**src/rtl/sprite_pkg.sv**
```systemverilog
// Shared definitions for the player sprite controller: FSM encodings, USB
// keycodes, playfield X limits and the one-pixel move helper.
package sprite_pkg;

  typedef logic [2:0] state_t;

  localparam state_t ST_IDLE     = 3'd0;
  localparam state_t ST_ALIVE    = 3'd1;
  localparam state_t ST_EXPLODE  = 3'd2;
  localparam state_t ST_RESPAWN  = 3'd3;
  localparam state_t ST_GAMEOVER = 3'd4;

  localparam logic [7:0] KEY_LEFT  = 8'h04;
  localparam logic [7:0] KEY_RIGHT = 8'h07;
  localparam logic [7:0] KEY_FIRE  = 8'h2C;

  localparam int unsigned SCREEN_X_MIN = 0;
  localparam int unsigned SCREEN_X_MAX = 563;

  localparam int TIMER_W = 8;
  localparam int CD_W    = 8;

  function automatic logic [9:0] step_x(input logic [9:0] x, input logic [7:0] key,
                                        input logic [9:0] lo, input logic [9:0] hi);
    logic [9:0] r;
    r = x;
    if (key == KEY_LEFT && x > lo)
      r = x - 10'd1;
    else if (key == KEY_RIGHT && x < hi)
      r = x + 10'd1;
    return r;
  endfunction

endpackage

```
**src/rtl/frame_timer.sv**
```systemverilog
// Loadable frame down-counter; holds at zero and flags it.
module frame_timer #(
  parameter int W = 8
) (
  input  logic         frame_clk,
  input  logic         Reset,
  input  logic         load,
  input  logic [W-1:0] load_val,
  output logic [W-1:0] count_next,
  output logic         zero
);

  logic [W-1:0] count_q;
  logic [W-1:0] count_d;

  always_comb begin
    count_d = count_q;
    if (load)
      count_d = load_val;
    else if (count_q != '0)
      count_d = count_q - W'(1);
  end

  always_ff @(posedge frame_clk) begin
    if (Reset) count_q <= '0;
    else       count_q <= count_d;
  end

  assign count_next = count_d;
  assign zero       = (count_q == '0);

endmodule

```
**src/rtl/player_ctrl.sv**
```systemverilog
// Player ship controller: movement, firing cooldown, lives and the
// explode/respawn/game-over sequence, with all outputs registered.
//
//  state    | meaning
//  IDLE     | after reset, waiting for a game_start edge
//  ALIVE    | player moves and fires; a hit starts the explosion
//  EXPLODE  | explosion sprite shown, input ignored
//  RESPAWN  | blinking and invulnerable at spawn point, can move
//  GAMEOVER | out of lives, waiting for a game_start edge
module player_ctrl
  import sprite_pkg::*;
#(
  parameter int unsigned X_MIN          = SCREEN_X_MIN,
  parameter int unsigned X_MAX          = SCREEN_X_MAX,
  parameter int unsigned X_INIT         = 282,
  parameter int unsigned LIVES_INIT     = 3,
  parameter int unsigned EXPLODE_FRAMES = 60,
  parameter int unsigned RESPAWN_FRAMES = 120,
  parameter int unsigned FIRE_COOLDOWN  = 15
) (
  input  logic       frame_clk,
  input  logic       Reset,
  input  logic [7:0] keycode,
  input  logic       game_start,
  input  logic       player_hit,
  input  logic       missile_busy,
  output logic [9:0] player_x,
  output logic       player_visible,
  output logic       exploding,
  output logic       fire,
  output logic [1:0] lives,
  output logic       game_over
);

  localparam logic [9:0]         XMIN_C       = 10'(X_MIN);
  localparam logic [9:0]         XMAX_C       = 10'(X_MAX);
  localparam logic [9:0]         XINIT_C      = 10'(X_INIT);
  localparam logic [1:0]         LIVES_C      = 2'(LIVES_INIT);
  localparam logic [TIMER_W-1:0] EXPLODE_LOAD = TIMER_W'(EXPLODE_FRAMES - 1);
  localparam logic [TIMER_W-1:0] RESPAWN_LOAD = TIMER_W'(RESPAWN_FRAMES - 1);
  localparam logic [CD_W-1:0]    CD_LOAD      = CD_W'(FIRE_COOLDOWN);

  state_t            state_q, state_d;
  logic [9:0]        x_q, x_d;
  logic [1:0]        lives_q, lives_d;
  logic [CD_W-1:0]   cd_q, cd_d;
  logic              fire_q, fire_d;
  logic              vis_q, vis_d;
  logic              expl_q, expl_d;
  logic              over_q, over_d;
  logic              start_q;
  logic              start_rise;

  logic              tmr_load;
  logic [TIMER_W-1:0] tmr_val;
  logic [TIMER_W-1:0] tmr_next;
  logic              tmr_zero;

  frame_timer #(.W(TIMER_W)) u_timer (
    .frame_clk  (frame_clk),
    .Reset      (Reset),
    .load       (tmr_load),
    .load_val   (tmr_val),
    .count_next (tmr_next),
    .zero       (tmr_zero)
  );

  always_comb begin
    start_rise = game_start & ~start_q;
    state_d    = state_q;
    x_d        = x_q;
    lives_d    = lives_q;
    fire_d     = 1'b0;
    cd_d       = (cd_q != '0) ? cd_q - CD_W'(1) : cd_q;
    tmr_load   = 1'b0;
    tmr_val    = EXPLODE_LOAD;

    case (state_q)
      ST_IDLE, ST_GAMEOVER: begin
        if (start_rise) begin
          state_d = ST_ALIVE;
          x_d     = XINIT_C;
          lives_d = LIVES_C;
          cd_d    = '0;
        end
      end
      ST_ALIVE: begin
        if (player_hit) begin
          state_d  = ST_EXPLODE;
          lives_d  = (lives_q != 2'd0) ? lives_q - 2'd1 : 2'd0;
          tmr_load = 1'b1;
          tmr_val  = EXPLODE_LOAD;
        end else begin
          x_d = step_x(x_q, keycode, XMIN_C, XMAX_C);
          // The frame in which the cooldown runs out is already eligible,
          // so shots land exactly FIRE_COOLDOWN frames apart.
          if (keycode == KEY_FIRE && !missile_busy && cd_q <= CD_W'(1)) begin
            fire_d = 1'b1;
            cd_d   = CD_LOAD;
          end
        end
      end
      ST_EXPLODE: begin
        if (tmr_zero) begin
          if (lives_q == 2'd0) begin
            state_d = ST_GAMEOVER;
          end else begin
            state_d  = ST_RESPAWN;
            x_d      = XINIT_C;
            tmr_load = 1'b1;
            tmr_val  = RESPAWN_LOAD;
          end
        end
      end
      ST_RESPAWN: begin
        x_d = step_x(x_q, keycode, XMIN_C, XMAX_C);
        if (tmr_zero)
          state_d = ST_ALIVE;
      end
      default: state_d = ST_IDLE;
    endcase

    // Blink: hidden while bit 3 of the respawn countdown is set.
    vis_d  = (state_d == ST_ALIVE) || (state_d == ST_EXPLODE) ||
             ((state_d == ST_RESPAWN) && ((tmr_next & TIMER_W'(8)) == '0));
    expl_d = (state_d == ST_EXPLODE);
    over_d = (state_d == ST_GAMEOVER);
  end

  always_ff @(posedge frame_clk) begin
    if (Reset) begin
      state_q <= ST_IDLE;
      x_q     <= XINIT_C;
      lives_q <= 2'd0;
      cd_q    <= '0;
      fire_q  <= 1'b0;
      vis_q   <= 1'b0;
      expl_q  <= 1'b0;
      over_q  <= 1'b0;
      start_q <= game_start;
    end else begin
      state_q <= state_d;
      x_q     <= x_d;
      lives_q <= lives_d;
      cd_q    <= cd_d;
      fire_q  <= fire_d;
      vis_q   <= vis_d;
      expl_q  <= expl_d;
      over_q  <= over_d;
      start_q <= game_start;
    end
  end

  assign player_x       = x_q;
  assign player_visible = vis_q;
  assign exploding      = expl_q;
  assign fire           = fire_q;
  assign lives          = lives_q;
  assign game_over      = over_q;

endmodule

```
**config.mk**
```make
export PLATFORM = sky130hd
export DESIGN_NAME = player_ctrl
export DESIGN_NICKNAME = d
export VERILOG_FILES = /design/src/rtl/sprite_pkg.sv /design/src/rtl/frame_timer.sv /design/src/rtl/player_ctrl.sv
export SDC_FILE = /design/constraint.sdc
export NUM_CORES = 1
export LEC_CHECK = 0
export BUFFER_PORTS_ARGS = -buffer_cell sky130_fd_sc_hd__buf_2
export CAP_MARGIN = 20
export CORE_AREA = 4 4 77 72
export DETAILED_ROUTE_END_ITERATION = 8
export DIE_AREA = 0 0 81 76
export MAX_ROUTING_LAYER = met4
export SYNTH_ARGS = -nofsm -noshare
export SYNTH_HDL_FRONTEND = slang
export SYNTH_SLANG_ARGS = --single-unit
```
**constraint.sdc**
```tcl
create_clock -name frame_clk -period 4.01 [get_ports frame_clk]
set_input_delay 0.2005 -clock frame_clk [delete_from_list [all_inputs] [get_ports frame_clk]]
set_output_delay 0.2005 -clock frame_clk [all_outputs]
set_load 0.01 [all_outputs]
```
==> After elaboration in Yosys (flattened, before gate mapping) <==
Index checks and enable logic that the tools add are counted.
{ "word_totals": {"ff_bits": 36, "word_cells": 92, "inputBits": 13} }
{ "classes": {"n_eq_ne": 16, "n_mux": 32, "reduce_logical": 22, "n_bitwise": 3, "n_addsub": 5, "order_cmp": 3} }
{ "op_table": {"columns": ["operator", "count"], "rows": [
  ["2-to-1 mux 10 bit", 6],
  ["2-to-1 mux 8 bit", 6],
  ["one-hot mux 10 bit (4 select lines)", 1],
  ["2-to-1 mux 7 bit", 3],
  ["== test 8 x 3 -> 1 bit (second input constant)", 2],
  ["zero test 8 bit", 2],
  ["one-hot mux 8 bit (2 select lines)", 1],
  ["nonzero test 8 bit", 2],
  ["subtractor 8 x 1 -> 8 bit (second input constant)", 2],
  ["2-to-1 mux 3 bit", 5],
  ["== test 3 x 2 -> 1 bit (second input constant)", 4],
  ["one-hot mux 3 bit (4 select lines)", 1],
  ["adder 10 x 1 -> 10 bit (second input constant)", 1],
  ["greater-than comparator 10 x 1 -> 1 bit (second input constant)", 1],
  ["< comparator 10 bit (second input constant)", 1],
  ["!= test 2 bit (second input constant)", 5],
  ["subtractor 10 x 1 -> 10 bit (second input constant)", 1],
  ["== test 8 x 6 -> 1 bit (second input constant)", 1],
  ["less-or-equal comparator 8 x 1 -> 1 bit (second input constant)", 1],
  ["== test 3 x 1 -> 1 bit (second input constant)", 2],
  ["== test 3 bit (second input constant)", 2],
  ["2-to-1 mux 2 bit", 3],
  ["nonzero test 2 bit", 3],
  ["logical AND 1 bit", 5],
  ["15 further kinds", 20]
]} }

==> Logic depth before layout (Yosys ltp) <==
Gate-level depths: netlist (run 1).
{ "depth": {"word_depth": 8, "depth_mapped": 10, "depth_no_buf": 10} }

==> Cells and area by module <==
From an unflattened synthesis (run 1), not the netlist that was laid out.
{ "hier_totals": {"hier_cells": 262, "hier_area_um2": 2172.1} }
{ "modules_own_cells": {"columns": ["mod", "instances", "area_per_inst_um2", "cells_each", "seq_area_each_um2"], "rows": [
  ["player_ctrl", 1, 1620.3, 195, 560.5],
  ["frame_timer", 1, 551.8, 67, 160.2]
]} }

==> Least setup slack after synthesis (run 1) <==
No wires, ideal clock.
{ "synth_path": {"path_kind": "flip-flop to flip-flop", "startpoint": "register x_q[1], in the netlist player_x[1]", "endpoint": "register x_q[8], in the netlist player_x[8]", "stages_incl_launch_ff": 11, "t_arrival_ns": 2.892, "setup_time_ns": 0.078, "path_slack_ns": 1.040, "n_path_buf": 0, "cell_sequence": "dfxtp_1 -> or4_1 -> nor2_1 -> a31oi_1 -> fa_1 -> a211oi_1 -> o21bai_1 -> a2111oi_0 -> nor3_1 -> xnor2_1 -> a32oi_1"} }
{ "synth_between": {"elab_chain_cells": 6, "elab_cells_between_ends": 10, "cone_classes": "add/sub (2); order compare (2); mux (4); reduce/logical (2)"} }
{ "synth_rtl": {"columns": ["item", "line", "source"], "rows": [
  ["from (decl)", "player_ctrl.sv:44", "logic [9:0] x_q, x_d;"],
  ["from (signal assigned)", "player_ctrl.sv:133", "x_q <= XINIT_C;"],
  ["from (signal assigned)", "player_ctrl.sv:143", "x_q <= x_d;"],
  ["< comparator 10 bit", "sprite_pkg.sv:29", "else if (key == KEY_RIGHT && x < hi)"],
  ["logical AND 1 bit", "sprite_pkg.sv:29", null],
  ["2-to-1 mux 10 bit", "sprite_pkg.sv:29", null],
  ["2-to-1 mux 10 bit (*)", "sprite_pkg.sv:27", "if (key == KEY_LEFT && x > lo)"],
  ["2-to-1 mux 10 bit", "player_ctrl.sv:88", "if (player_hit) begin"],
  ["one-hot mux 10 bit (4 select lines) (*)", "player_ctrl.sv:78", "case (state_q)"]
]} }
Mark *: on every way between the ends. The rest lies on a longest branch, timed or not. The select of a mux whose other input is x is not followed.
A chain may end at the register's enable or synchronous reset.

==> Final worst setup path (run 1) <==
Same ends and word-level chain as after synthesis.

==> results of run 1 <==
## state kept, by name, indices dropped and copies added (netlist names)
name             cells
cd_q                 8
exploding            1
fire                 1
game_over            1
lives                2
player_visible       1
player_x            10
start_q              1
state_q              3
u_timer.count_q      8
## through the flow
stage,cells,power [mW],instance area [sq um]
5_1_grt,342,1.56,2400
4_1_cts,342,1.45,2400
3_3_place_gp,335,1.16,2300
2_1_floorplan,245,1.04,2100
3_5_place_dp,335,1.16,2300
6_report,342,1.44,2400
## per-layer routing
layer / global-route usage (%) / vias to the layer above
li1: - / 950
met2: 21.3 / 35
met3: 4.02 / 7
met5: - / -
met1: 22.9 / 814
met4: 5.91 / 0
## worst paths after layout
check                           start                       end  cells past startpoint
max          player_x[1]$_SDFFE_PP1P_  player_x[8]$_SDFFE_PP1P_                     11
min                        game_start           start_q$_DFF_P_                      1
max reg2reg  player_x[1]$_SDFFE_PP1P_  player_x[8]$_SDFFE_PP1P_                     11
min reg2reg  player_x[6]$_SDFFE_PP0P_  player_x[6]$_SDFFE_PP0P_                      2
## power breakdown
group	internal, mW	switching (mW)
registers	0.446	0.0853
logic	0.281	0.344
clock network	0.153	0.126
## kinds of logic (layout without fill, tap and decap cells)
kind of cell	Yosys count	count (layout)	share of synthesized area, %
muxes	2	2	0.951
xor gates and xnor gates	19	19	7.91
and+or+nand+nor	107	107	27.5
buffers and inverters	11	43	3.03
DFF	36	36	34.2
AOI/OAI and AO/OA	57	57	18.3
adders and majority gates	13	13	8.09
## cell type report
cell class / count / area share (%)
clock buffer: 7 / 4.02
inverter: 6 / 0.940
multi-input combinational: 198 / 55.1
sequential: 36 / 30.1
tap: 65 / 3.39
timing repair buffer: 30 / 6.48
## cell usage in the layout, fill, tap and decap left out, drive strengths merged, types with 3 or more instances in the layout
| cell | n |
|---|---|
| nand3b | 5 |
| or4 | 3 |
| o21bai | 3 |
| nor3 | 12 |
| nor2b | 8 |
| a211oi | 4 |
| or3 | 3 |
| nor4 | 3 |
| nor2 | 32 |
| nand3 | 4 |
| buf | 30 |
| xnor2 | 6 |
| a21oi | 22 |
| xor2 | 13 |
| inv | 6 |
| ha | 12 |
| a31oi | 4 |
| nand2b | 5 |
| clkbuf | 7 |
| nor4b | 3 |
| nand2 | 17 |
| a211o | 3 |
| dfxtp | 36 |
| o21ai | 7 |
## worst max-delay path, cell delays in order, from the launching register on
cell,delay (ps)
dfxtp_1,370
or4_1,550
nor2_1,100
a31oi_1,80
buf_4,200
fa_1,430
a211oi_1,280
o21bai_1,130
a2111oi_0,410
nor3_1,120
xnor2_1,140
a32oi_1,220
==> run_results.csv, run 1 <==
group,metric,value,unit
die,die_w,81,microns
clock_network,cts_root_buffer,"clkbuf_8",
clock_network,clock_latency,290,ps
placed_design,dpl_worst_slack,893,ps
route,antenna_left,0,
setup_path,cp_max_fo,11,
setup_path,crit_required,4210,ps
synthesis,ys_ff_latch,36,
min_path,hp-class,"input pin to register",
route,vias,1806,
setup_path,start_kind,"register",
placed_design,gp_congestion,0.886,
die,start_util,44.4,%
timing,finalHoldViolCount,0,
route,highest-signal-layer,"met4",
timing,relSlewSlack,52.4,%
clock_network,cts.sinks,36,
timing,skew,3.50,ps
cells_and_area,final_nets,303,
synthesis,synth.most_common_cell,"dfxtp_1",
synthesis,synth-edff-count,0,
route,wirelength,4.66,mm
cells_and_area,synthToLayoutAreaGrowth,13.9,%
synthesis,synth_top_area_share,34.2,%
route,drtPass1Iterations,4,
synthesis,synthFlopType,"dfxtp_1",
route,routed-wl-met3,207,microns
timing,clock.fmax,0.320,GHz
clock_network,clk_pin_slew,70,ps
timing,grt_setup_unrepaired,"no",
die,fp.dieArea,6160,sq um
synthesis,synth_common_cells,"36 x dfxtp_1, 32 x nor2_1, 22 x a21oi_1, 17 x nand2_1, 13 x xor2_1",
synthesis,yosysTopAreaCell,"dfxtp_1",
synthesis,synthCells,245,
global_route,antenna_found_initial,0,
synthesis,syn_area,2100,sq um
synthesis,yosysSeqAreaShare,34.2,%
synthesis,yosys_warnings,0,
route,viasPerCell,5.28,
synthesis,avgSynthCellArea,8.59,sq um
timing,drv_slew,0,
die,core.rowCount,24,
global_route,grt_pass1_vias,1651,
cells_and_area,seq_area,721,sq um
global_route,grt_pass1_wl,7.60,mm
cells_and_area,final_util,50.5,%
route,dr.first_iter.drc_count,106,
clock_network,cts_resized,0,
timing,worstMarginPinSlew,713,ps
route,m1WireLength,2.42,mm
route,wl_per_cell,13.6,microns
clock_network,cts_tree,"yes",
power,power.density,599,nW/um^2
global_route,grt_max_degree,28,
timing,setup_tns,0,ps
route,wl_met2,1.96,mm
timing,fin_crit,3120,ps
cells_and_area,fill_cells,490,
power,vdd_ir_drop_max,0.000317,V
clock_network,htreeDepth,2,
synthesis,netlist_top_cells_area,"dfxtp_1 34%, ha_1 7.1%, nor2_1 5.7%",
power,p_leak,1.02,nW
setup_path,rrSetupSlack,890,ps
cells_and_area,drive_above_1_share,17.0,%
clock_network,cts_hold_buf,0,
die,core,4740,sq um
setup_path,worstSetupEndpointType,"register",
cells_and_area,multi_input_area,1320,sq um
global_route,grt.overflow.total,0,
synthesis,synth_async_sr_flop_share,0,%
synthesis,yosysUniqueCellTypes,51,
clock_network,cts_buffers,5,
route,route.detailed.drc,0,
cells_and_area,diodes,0,
outcome,status,"finished, final reports clean",
timing,setup_viol,0,
setup_path,crit_type,"register to register",
timing,post-route-period-util,77.9,%
die,die_h,76,microns
placed_design,dp_hpwl,3.44,mm
clock_network,postCtsSetupBuffers,0,
die,io_pins,29,
timing,layout_setup_ws,887,ps
timing,whs,22.3,ps
global_route,grt_usage,16.0,%
setup_path,cp.arrival,3330,ps
clock_network,cts_buffer_depth,2,
placed_design,io_buffers,28,
synthesis,syn_nets,271,
flow_run,drv_cap,0,
No activity file was read; power rests on OpenSTA's default activity.
==> run 2, diff against run 1 <==
==> constraint.sdc (replaced) <==
create_clock -name frame_clk -period 2.9 [get_ports frame_clk]
set_input_delay 0.145 -clock frame_clk [delete_from_list [all_inputs] [get_ports frame_clk]]
set_output_delay 0.145 -clock frame_clk [all_outputs]
set_load 0.01 [all_outputs]
==> run_results.csv, run 2 (synthesized netlist as in run 1, its figures left out) <==
group,metric,value,unit
route,antenna_left,0,
setup_path,crit_type,"register to register",
die,start_util,44.4,%
cells_and_area,diodes,0,
power,vdd_ir_drop_max,0.000529,V
setup_path,worst-path-buf-inv,0,
global_route,grt_usage,16.9,%
timing,drv_slew,0,
clock_network,cts.sinks,36,
global_route,antenna_found_initial,0,
setup_path,crit_required,3100,ps
cells_and_area,synthToLayoutAreaGrowth,23.8,%
cells_and_area,final_util,54.9,%
timing,setup_tns,0,ps
die,core.rowCount,24,
clock_network,clock_latency,280,ps
power,power.density,766,nW/um^2
outcome,status,"finished, final reports clean",
cells_and_area,drive_above_1_share,25.1,%
power,p_leak,1.12,nW
clock_network,cts_root_buffer,"clkbuf_8",
die,fp.dieArea,6160,sq um
timing,setup_viol,0,
timing,skew,7.28,ps
setup_path,reg2reg_from,"player_x[1]$_SDFFE_PP1P_",
timing,clock.fmax,0.367,GHz
placed_design,gp_congestion,0.897,
setup_path,worstSetupEndpointType,"register",
min_path,min_from,"player_hit",
min_path,hp-class,"input pin to register",
timing,post-route-period-util,93.9,%
clock_network,htreeDepth,2,
clock_network,cts_tree,"yes",
route,viasPerCell,5.24,
die,die_w,81,microns
die,core,4740,sq um
route,route.detailed.drc,0,
timing,fin_crit,2720,ps
cells_and_area,mostFrequentLayoutCells,"36 x dfxtp_1, 30 x nor2_1, 28 x buf_2, 22 x buf_4, 21 x a21oi_1",
placed_design,place_inst,355,
timing,finalHoldViolCount,0,
route,wl_per_cell,13.1,microns
route,vias,1906,
placed_design,dp_hpwl,3.66,mm
die,die_h,76,microns
global_route,grt_pass1_vias,1797,
flow_run,drv_cap,0,
global_route,grt_max_degree,28,
setup_path,cp.arrival,2930,ps
route,drtPass1Iterations,4,
setup_path,path_cells,"or4_1 > nor2_2 > a31oi_4 > fa_2 > a211oi_1 > o21bai_1 > a21oi_1 > xor2_1 > or3_1 > a21oi_1",
cells_and_area,final_nets,324,
global_route,grt_pass1_wl,8.29,mm
timing,worstMarginPinSlew,669,ps
setup_path,crit_family,"simple AND/OR/NAND/NOR gates",
cells_and_area,final_common_cell,"dfxtp_1",
route,dr.first_iter.drc_count,98,
placed_design,io_buffers,28,
route,wirelength,4.78,mm
cells_and_area,fin_cells,364,
setup_path,worstSetupStartpoint,"player_x[1]$_SDFFE_PP1P_",
setup_path,crit_top_cell,"a21oi_1",
clock_network,cts_buffer_depth,2,
setup_path,cp_slowest_stage_delay,540,ps
global_route,grt.overflow.total,0,
setup_path,crit_path_top_delay_cell,"or4_1",
clock_network,cts_buffers,5,
setup_path,start_kind,"register",
cells_and_area,fill_cells,489,
timing,relSlewSlack,55.2,%
clock_network,clk_pin_slew,70,ps
cells_and_area,largest_reg_flops,10,
setup_path,cp_max_fo,6,
clock_network,postCtsSetupBuffers,0,
die,io_pins,29,
[run 2: cell count changes in the layout (fill, tap and decap cells not counted), sizes merged]
| cell | delta |
|---|---|
| buf | +20 |
| clkbuf | +1 |
| dlygate4sd3 | +1 |
[run 2: worst paths after layout]
check | end | slack [ps] | cells past startpoint
max | player_x[6]$_SDFFE_PP0P_ | 180 | 10
max reg2reg | player_x[6]$_SDFFE_PP0P_ | 180 | 10
min | lives[0]$_SDFFE_PP0P_ | 250 | 4
min reg2reg | cd_q[7]$_SDFF_PP0_ | 520 | 2
[run 2: per-layer routing]
layer | wire (microns) | up-vias | GRT usage (%) | part of all wire (%)
li1 | - | 995 | - | -
met1 | 2430 | 883 | 24.8 | 51
met2 | 2150 | 26 | 24.1 | 45
met3 | 186 | 2 | 3.43 | 3.9
met4 | 18 | 0 | 3.04 | 0.38
met5 | 0 | - | - | 0
[run 2: stage by stage]
| step | worst slack, ps | hold slack, ps | total power [mW] | area [sq um] |
|---|---|---|---|---|
| after floorplan | 51.3 | 173 | 1.44 | 2110 |
| after global placement | 82.2 | 259 | 1.63 | 2460 |
| after detailed placement | 61.3 | 261 | 1.64 | 2460 |
| after CTS | 0.330 | 244 | 2.01 | 2560 |
| after global routing | -1.17 | 298 | 2.19 | 2610 |
| final | 176 | 251 | 2.00 | 2610 |
[run 2: worst reg2reg max path, stage by stage (launching register included)]
cell and delay [ps]:
dfxtp_1 310, or4_1 540, nor2_2 140, a31oi_4 140, fa_2 360, a211oi_1 250, o21bai_1 150, a21oi_1 230
xor2_1 80, or3_1 310, a21oi_1 140
[run 2: power by group]
part | leakage, nW | switching [mW] | internal [mW] | total (mW)
Combinational | 0.782 | 0.479 | 0.423 | 0.902
Sequential | 0.295 | 0.115 | 0.617 | 0.732
Clock | 0.0455 | 0.168 | 0.194 | 0.362
Total | 1.12 | 0.762 | 1.23 | 2.00
[run 2: cell type report]
cell class	instances	area [sq um]	area share, %
inverter	6	22.5	0.865
timing repair buffer	51	315	12.1
clock buffer	8	90.1	3.46
tap	65	81.3	3.12
sequential	36	721	27.7
multi-input combinational	198	1380	52.8
[run 2: what timing repair did]
item	4_1_cts	5_1_grt
setup endpoints to repair	0	5
hold buffers	1	0
gates resized for setup	0	9
hold endpoints to repair	1	0
